==> config.mk <==
export PLATFORM = sky130hd
export DESIGN_NAME = enc_quad_decoder
export DESIGN_NICKNAME = d
export VERILOG_FILES = /design/src/rtl/enc_pkg.sv /design/src/rtl/enc_glitch_filter.sv /design/src/rtl/enc_quad_decoder.sv
export SDC_FILE = /design/constraint.sdc
export NUM_CORES = 1
export LEC_CHECK = 0
export CORE_MARGIN = 3
export CORE_UTILIZATION = 54
export CTS_BUF_LIST = sky130_fd_sc_hd__clkbuf_8 sky130_fd_sc_hd__clkbuf_16
export CTS_CLUSTER_SIZE = 25
export DETAILED_ROUTE_END_ITERATION = 10
export PLACE_DENSITY = 0.8
export SLEW_MARGIN = 10
export SYNTH_ARGS = -nofsm -noshare
export SYNTH_HDL_FRONTEND = slang
export SYNTH_SLANG_ARGS = --single-unit
==> constraint.sdc <==
create_clock -name clk -period 4.65 [get_ports clk]
set_input_delay 1.395 -clock clk [delete_from_list [all_inputs] [get_ports clk]]
set_output_delay 1.395 -clock clk [all_outputs]
set_load 0.01 [all_outputs]
==> src/rtl/enc_pkg.sv <==
// Shared definitions for the quadrature decoder: AB state encodings, direction
// codes, the INIT/RUN mode and the edge classifier used by the decode stage.
package enc_pkg;

  localparam logic [1:0] QS_00 = 2'b00;
  localparam logic [1:0] QS_10 = 2'b10;
  localparam logic [1:0] QS_11 = 2'b11;
  localparam logic [1:0] QS_01 = 2'b01;

  localparam logic DIR_A_LEAD = 1'b0;
  localparam logic DIR_B_LEAD = 1'b1;

  localparam logic [7:0] ERR_CNT_MAX = 8'd255;

  // Filter stability counter covers FILT_LEN up to 15.
  localparam int FILT_CNT_W = 4;
  // INIT counter covers FILT_LEN+2 up to 17 cycles.
  localparam int INIT_CNT_W = 5;

  typedef enum logic {
    INIT = 1'b0,
    RUN  = 1'b1
  } state_t;

  typedef enum logic [1:0] {
    MV_NONE    = 2'd0,
    MV_UP      = 2'd1,
    MV_DOWN    = 2'd2,
    MV_ILLEGAL = 2'd3
  } move_t;

  // Successor of an AB state when A leads B.
  function automatic logic [1:0] step_up(input logic [1:0] ab);
    logic [1:0] nxt;
    nxt = QS_00;
    case (ab)
      QS_00:   nxt = QS_10;
      QS_10:   nxt = QS_11;
      QS_11:   nxt = QS_01;
      default: nxt = QS_00;
    endcase
    return nxt;
  endfunction

  function automatic move_t classify(input logic [1:0] prev, input logic [1:0] cur);
    move_t mv;
    if (prev == cur)                mv = MV_NONE;
    else if (cur == step_up(prev))  mv = MV_UP;
    else if (prev == step_up(cur))  mv = MV_DOWN;
    else                            mv = MV_ILLEGAL;
    return mv;
  endfunction

endpackage

==> src/rtl/enc_glitch_filter.sv <==
// One encoder line: two-flop synchronizer followed by a stability filter that
// only adopts a new level after it has been seen for FILT_LEN consecutive clocks.
module enc_glitch_filter
  import enc_pkg::*;
#(
  parameter int FILT_LEN = 4
) (
  input  logic clk,
  input  logic reset,
  input  logic raw,
  input  logic init_load,
  output logic filt
);

  localparam logic [FILT_CNT_W-1:0] CNT_LAST = FILT_CNT_W'(FILT_LEN - 1);

  logic                  sync1;
  logic                  sync2;
  logic [FILT_CNT_W-1:0] cnt;

  // NOTE: state updates use <= so every flop samples pre-edge values; blocking
  // here would let sync2 see this cycle's sync1 and collapse the synchronizer.
  always_ff @(posedge clk or negedge reset) begin
    if (!reset) begin
      sync1 <= 1'b0;
      sync2 <= 1'b0;
      filt  <= 1'b0;
      cnt   <= '0;
    end else begin
      sync1 <= raw;
      sync2 <= sync1;
      if (init_load) begin
        // Track the line directly so power-up levels never look like an edge.
        filt <= sync2;
        cnt  <= '0;
      end else if (sync2 == filt) begin
        cnt <= '0;
      end else if (cnt == CNT_LAST) begin
        filt <= sync2;
        cnt  <= '0;
      end else begin
        cnt <= cnt + 1'b1;
      end
    end
  end

endmodule

==> src/rtl/enc_quad_decoder.sv <==
// Quadrature front end: filtered A/B, 4x decode into a position counter with
// preload, direction, per-edge tick and sticky illegal-transition/wrap flags.
module enc_quad_decoder
  import enc_pkg::*;
#(
  parameter int               FILT_LEN = 4,
  parameter int               CNT_W    = 24,
  parameter logic [CNT_W-1:0] PRELOAD  = 24'h800000
) (
  input  logic             clk,
  input  logic             reset,
  input  logic             a_raw,
  input  logic             b_raw,
  input  logic             preload_en,
  input  logic [CNT_W-1:0] preload_val,
  input  logic             clr_err,
  output logic             a_filt,
  output logic             b_filt,
  output logic             dir,
  output logic             tick,
  output logic [CNT_W-1:0] count,
  output logic             err,
  output logic [7:0]       err_cnt,
  output logic             ovf
);

  localparam logic [INIT_CNT_W-1:0] INIT_LAST = INIT_CNT_W'(FILT_LEN + 1);

  state_t                  state;
  logic [INIT_CNT_W-1:0]   init_cnt;
  logic                    init_load;
  logic [1:0]              prev_ab;
  logic [1:0]              cur_ab;
  move_t                   move;
  logic [CNT_W-1:0]        count_nxt;
  logic                    wrap;
  logic                    illegal;

  assign init_load = (state == INIT);
  assign cur_ab    = {a_filt, b_filt};
  assign illegal   = (move == MV_ILLEGAL);

  enc_glitch_filter #(.FILT_LEN(FILT_LEN)) u_filt_a (
    .clk       (clk),
    .reset     (reset),
    .raw       (a_raw),
    .init_load (init_load),
    .filt      (a_filt)
  );

  enc_glitch_filter #(.FILT_LEN(FILT_LEN)) u_filt_b (
    .clk       (clk),
    .reset     (reset),
    .raw       (b_raw),
    .init_load (init_load),
    .filt      (b_filt)
  );

  always_ff @(posedge clk or negedge reset) begin
    if (!reset) begin
      state    <= INIT;
      init_cnt <= '0;
    end else if (state == INIT) begin
      if (init_cnt == INIT_LAST) begin
        state    <= RUN;
        init_cnt <= '0;
      end else begin
        init_cnt <= init_cnt + 1'b1;
      end
    end
  end

  // NOTE: every signal driven here gets a default first, so no path can leave
  // one unassigned and infer a latch.
  always_comb begin
    move      = MV_NONE;
    count_nxt = count;
    wrap      = 1'b0;
    if (state == RUN) begin
      move = classify(prev_ab, cur_ab);
    end
    case (move)
      MV_UP: begin
        count_nxt = count + 1'b1;
        wrap      = &count;
      end
      MV_DOWN: begin
        count_nxt = count - 1'b1;
        wrap      = (count == '0);
      end
      default: ;
    endcase
  end

  always_ff @(posedge clk or negedge reset) begin
    if (!reset) begin
      prev_ab <= QS_00;
      tick    <= 1'b0;
      dir     <= DIR_A_LEAD;
      count   <= PRELOAD;
      err     <= 1'b0;
      err_cnt <= '0;
      ovf     <= 1'b0;
    end else begin
      prev_ab <= cur_ab;
      tick    <= (move == MV_UP) || (move == MV_DOWN);

      if (move == MV_UP)        dir <= DIR_A_LEAD;
      else if (move == MV_DOWN) dir <= DIR_B_LEAD;

      // A preload wins the count; a coincident edge still reports dir/tick.
      count <= preload_en ? preload_val : count_nxt;

      if (wrap && !preload_en) ovf <= 1'b1;
      else if (clr_err)        ovf <= 1'b0;

      if (illegal)      err <= 1'b1;
      else if (clr_err) err <= 1'b0;

      if (illegal && (err_cnt != ERR_CNT_MAX)) err_cnt <= err_cnt + 1'b1;
    end
  end

endmodule

==> reports/qor.yml <==
avgSynthCellArea_um2: 9.25
critical_path.endpoint_type: "register"
final_antenna_net_count: 0
grt_util_all_layers_pct: 25.4
dp.final_hpwl_um: 7570
ys_seq_elements: 58
yosys.area.top_type: "dfrtp_1"
grt_pass1_vias: 3412
cts_buffers: 9
syn-cell-area_um2: 3870
place_ws_ns: 0.528
setup_ws_ns: 0.463
ys_types: 55
die_w_um: 90.6
r2r_end: "count[12]$_DFFE_PN0P_"
final-max-slew-violation-count: 0
required_ns: 4.88
rows: 30
final_layout_size_suffix_gt1_share_pct: 7.93
fp.coreArea_um2: 6870
relSlewSlack_pct: 35.4
gr-total-overflow: 0
cts_root_buf: "clkbuf_8"
nets: 548
path_class: "reg2reg"
hp-start: "u_filt_b.sync1$_DFF_PN0_"
rr_worst_depth: 14
wl_per_cell_um: 17.3
ctsHoldBuffers: 0
dieArea_um2: 8210
io_pins: 68
clock-sinks: 58
initialDrtViolationCount: 171
ys_seq_area_share_pct: 37.6
r2r_slack_ns: 0.46
cts_max_level: 3
yosys_warnings: 0
skew_ns: 0.0116
synth_edf_count: 0
min_to: "u_filt_b.sync2$_DFF_PN0_"
initial_core_util_pct: 56.3
setup_viol: 0
synth_commonest_cells: "dfrtp_1 (57), nand2_1 (43), a21oi_1 (30), ha_1 (30)"
grt_pass1_wl_um: 16700
tns_ns: 0
rsz0062_at_grt: "false"
syn-num-nets: 479
reg2reg_from: "u_filt_a.filt$_DFFE_PN0P_"
via_count: 3463
clk_latency_ns: 0.35
worst_setup_path_start_kind: "register"
synth_most_common_cell: "dfrtp_1"
cts_tree: "done"
io_buffer_count: 67
clockBufferDepth: 2
status: "completed"
crit_fanout: 23
synth_top_flop_cell: "dfrtp_1"
hold_viol: 0
die_h_um: 90.6
maxCapViolations: 0
holdWs_ns: 0.360
holdPathStages: 0
routed_via_density: 5.89
min_period_over_period_pct: 90.0
hp-class: "reg2reg"
final_util_pct: 70.1
postSynth.asyncResetShare_pct: 100
drt-total-wl_um: 10200
max_freq_mhz: 239
cts.clk_slew.worst_paths_ns: 0.08
drtPass1Iterations: 5
antenna-diode-count: 0
worstPathArrival_ns: 4.42
ys_top_cells_by_area: "dfrtp_1 (37%), ha_1 (9.7%), nand2_1 (4.2%)"
antenna_found_initial: 0
cts_resized: 0
area_growth_pct: 24.5
postCtsSetupBuffers: 0
period_needed_ns: 4.19
place_congestion: 0.959
drc: 0
grt_max_degree: 44
synth_top_cell_area_share_pct: 36.9
tightest_slew_ns: 0.969
netlist_instances: 418
==> placed cells by master, fill, tap and decap left out, drive strengths merged, types with 11 or more instances in the layout <==
| cell | Yosys | final |
|---|---|---|
| clkdlybuf4s50 | 0 | 66 |
| dfrtp | 57 | 57 |
| nand2 | 43 | 43 |
| a21oi | 31 | 31 |
| ha | 30 | 30 |
| o21ai | 25 | 25 |
| nor2 | 23 | 23 |
| inv | 18 | 19 |
| xor2 | 18 | 18 |
| xnor2 | 14 | 14 |
| and3 | 12 | 12 |
| nand3 | 12 | 12 |
| o21a | 12 | 12 |
| nand4 | 11 | 11 |
==> flip-flops by register name (all words and copies together), names as in the netlist <==
| register | count |
|---|---|
| u_filt_b.sync1 | 1 |
| state | 1 |
| dir | 1 |
| err_cnt | 8 |
| u_filt_a.sync2 | 1 |
| init_cnt | 5 |
| ovf | 1 |
| err | 1 |
| tick | 1 |
| u_filt_b.sync2 | 1 |
| count | 24 |
| u_filt_a.filt | 1 |
| u_filt_b.cnt | 4 |
| u_filt_a.cnt | 4 |
| u_filt_a.sync1 | 1 |
| prev_ab | 2 |
| u_filt_b.filt | 1 |
==> critical path, stage by stage (launching register included) <==
cell      delay, ns
dfrtp_1        0.53
nand2_1        0.10
o211ai_1       0.13
o211ai_1       0.15
inv_1          0.14
ha_1           0.80
inv_1          0.19
fa_1           0.49
nor2b_4        0.15
o31a_1         0.23
o311ai_4       0.11
and2_2         0.23
o21ai_0        0.32
xor2_1         0.14
a221o_1        0.35
==> how the worst max path moves through the flow <==
stage	end	start	slack [ns]	cells past startpoint
after detailed placement	count[12]$_DFFE_PN0P_	u_filt_a.filt$_DFFE_PN0P_	0.53	14
after floorplan	count[22]$_DFFE_PN0P_	u_filt_a.filt$_DFFE_PN0P_	0.90	16
final	count[12]$_DFFE_PN0P_	u_filt_a.filt$_DFFE_PN0P_	0.46	14
after global placement	count[12]$_DFFE_PN0P_	u_filt_a.filt$_DFFE_PN0P_	0.84	13
after global routing	count[22]$_DFFE_PN0P_	u_filt_a.filt$_DFFE_PN0P_	0.23	15
after CTS	count[12]$_DFFE_PN0P_	u_filt_a.filt$_DFFE_PN0P_	0.51	14
==> cell families after synthesis <==
kind of cell	synth area share, %
simple gates	17.8
compound gates	21.4
flops	37.6
xor+xnor	7.25
buf+inv	3.01
fa+ha+maj	10.2
mux	2.78
==> per-stage QoR <==
stage | cells | instance area, um2
finish | 588 | 4810
global placement | 572 | 4630
floorplan | 418 | 3870
CTS | 588 | 4810
global route | 588 | 4810
detailed placement | 572 | 4630
==> cell type report <==
class                      instances  area [um2]
multi-input combinational        329        2300
fill                             561        2060
sequential                        58        1450
timing repair buffer              71         696
clock buffer                      10         138
tap                               96         120
inverter                          18        67.6
clock inverter                     6        41.3
==> per-layer routing <==
| metal | routed length (um) | up-vias | GRT usage [%] |
|---|---|---|---|
| li1 | - | 1679 | - |
| met1 | 4650 | 1660 | 35.1 |
| met2 | 4810 | 110 | 39.6 |
| met3 | 547 | 14 | 3.75 |
| met4 | 197 | 0 | 10.8 |
| met5 | 0 | - | 0 |
Power is left out: the tool's default activity adds up to more than one toggle a clock period on the data nets, which glitch-free logic cannot reach.
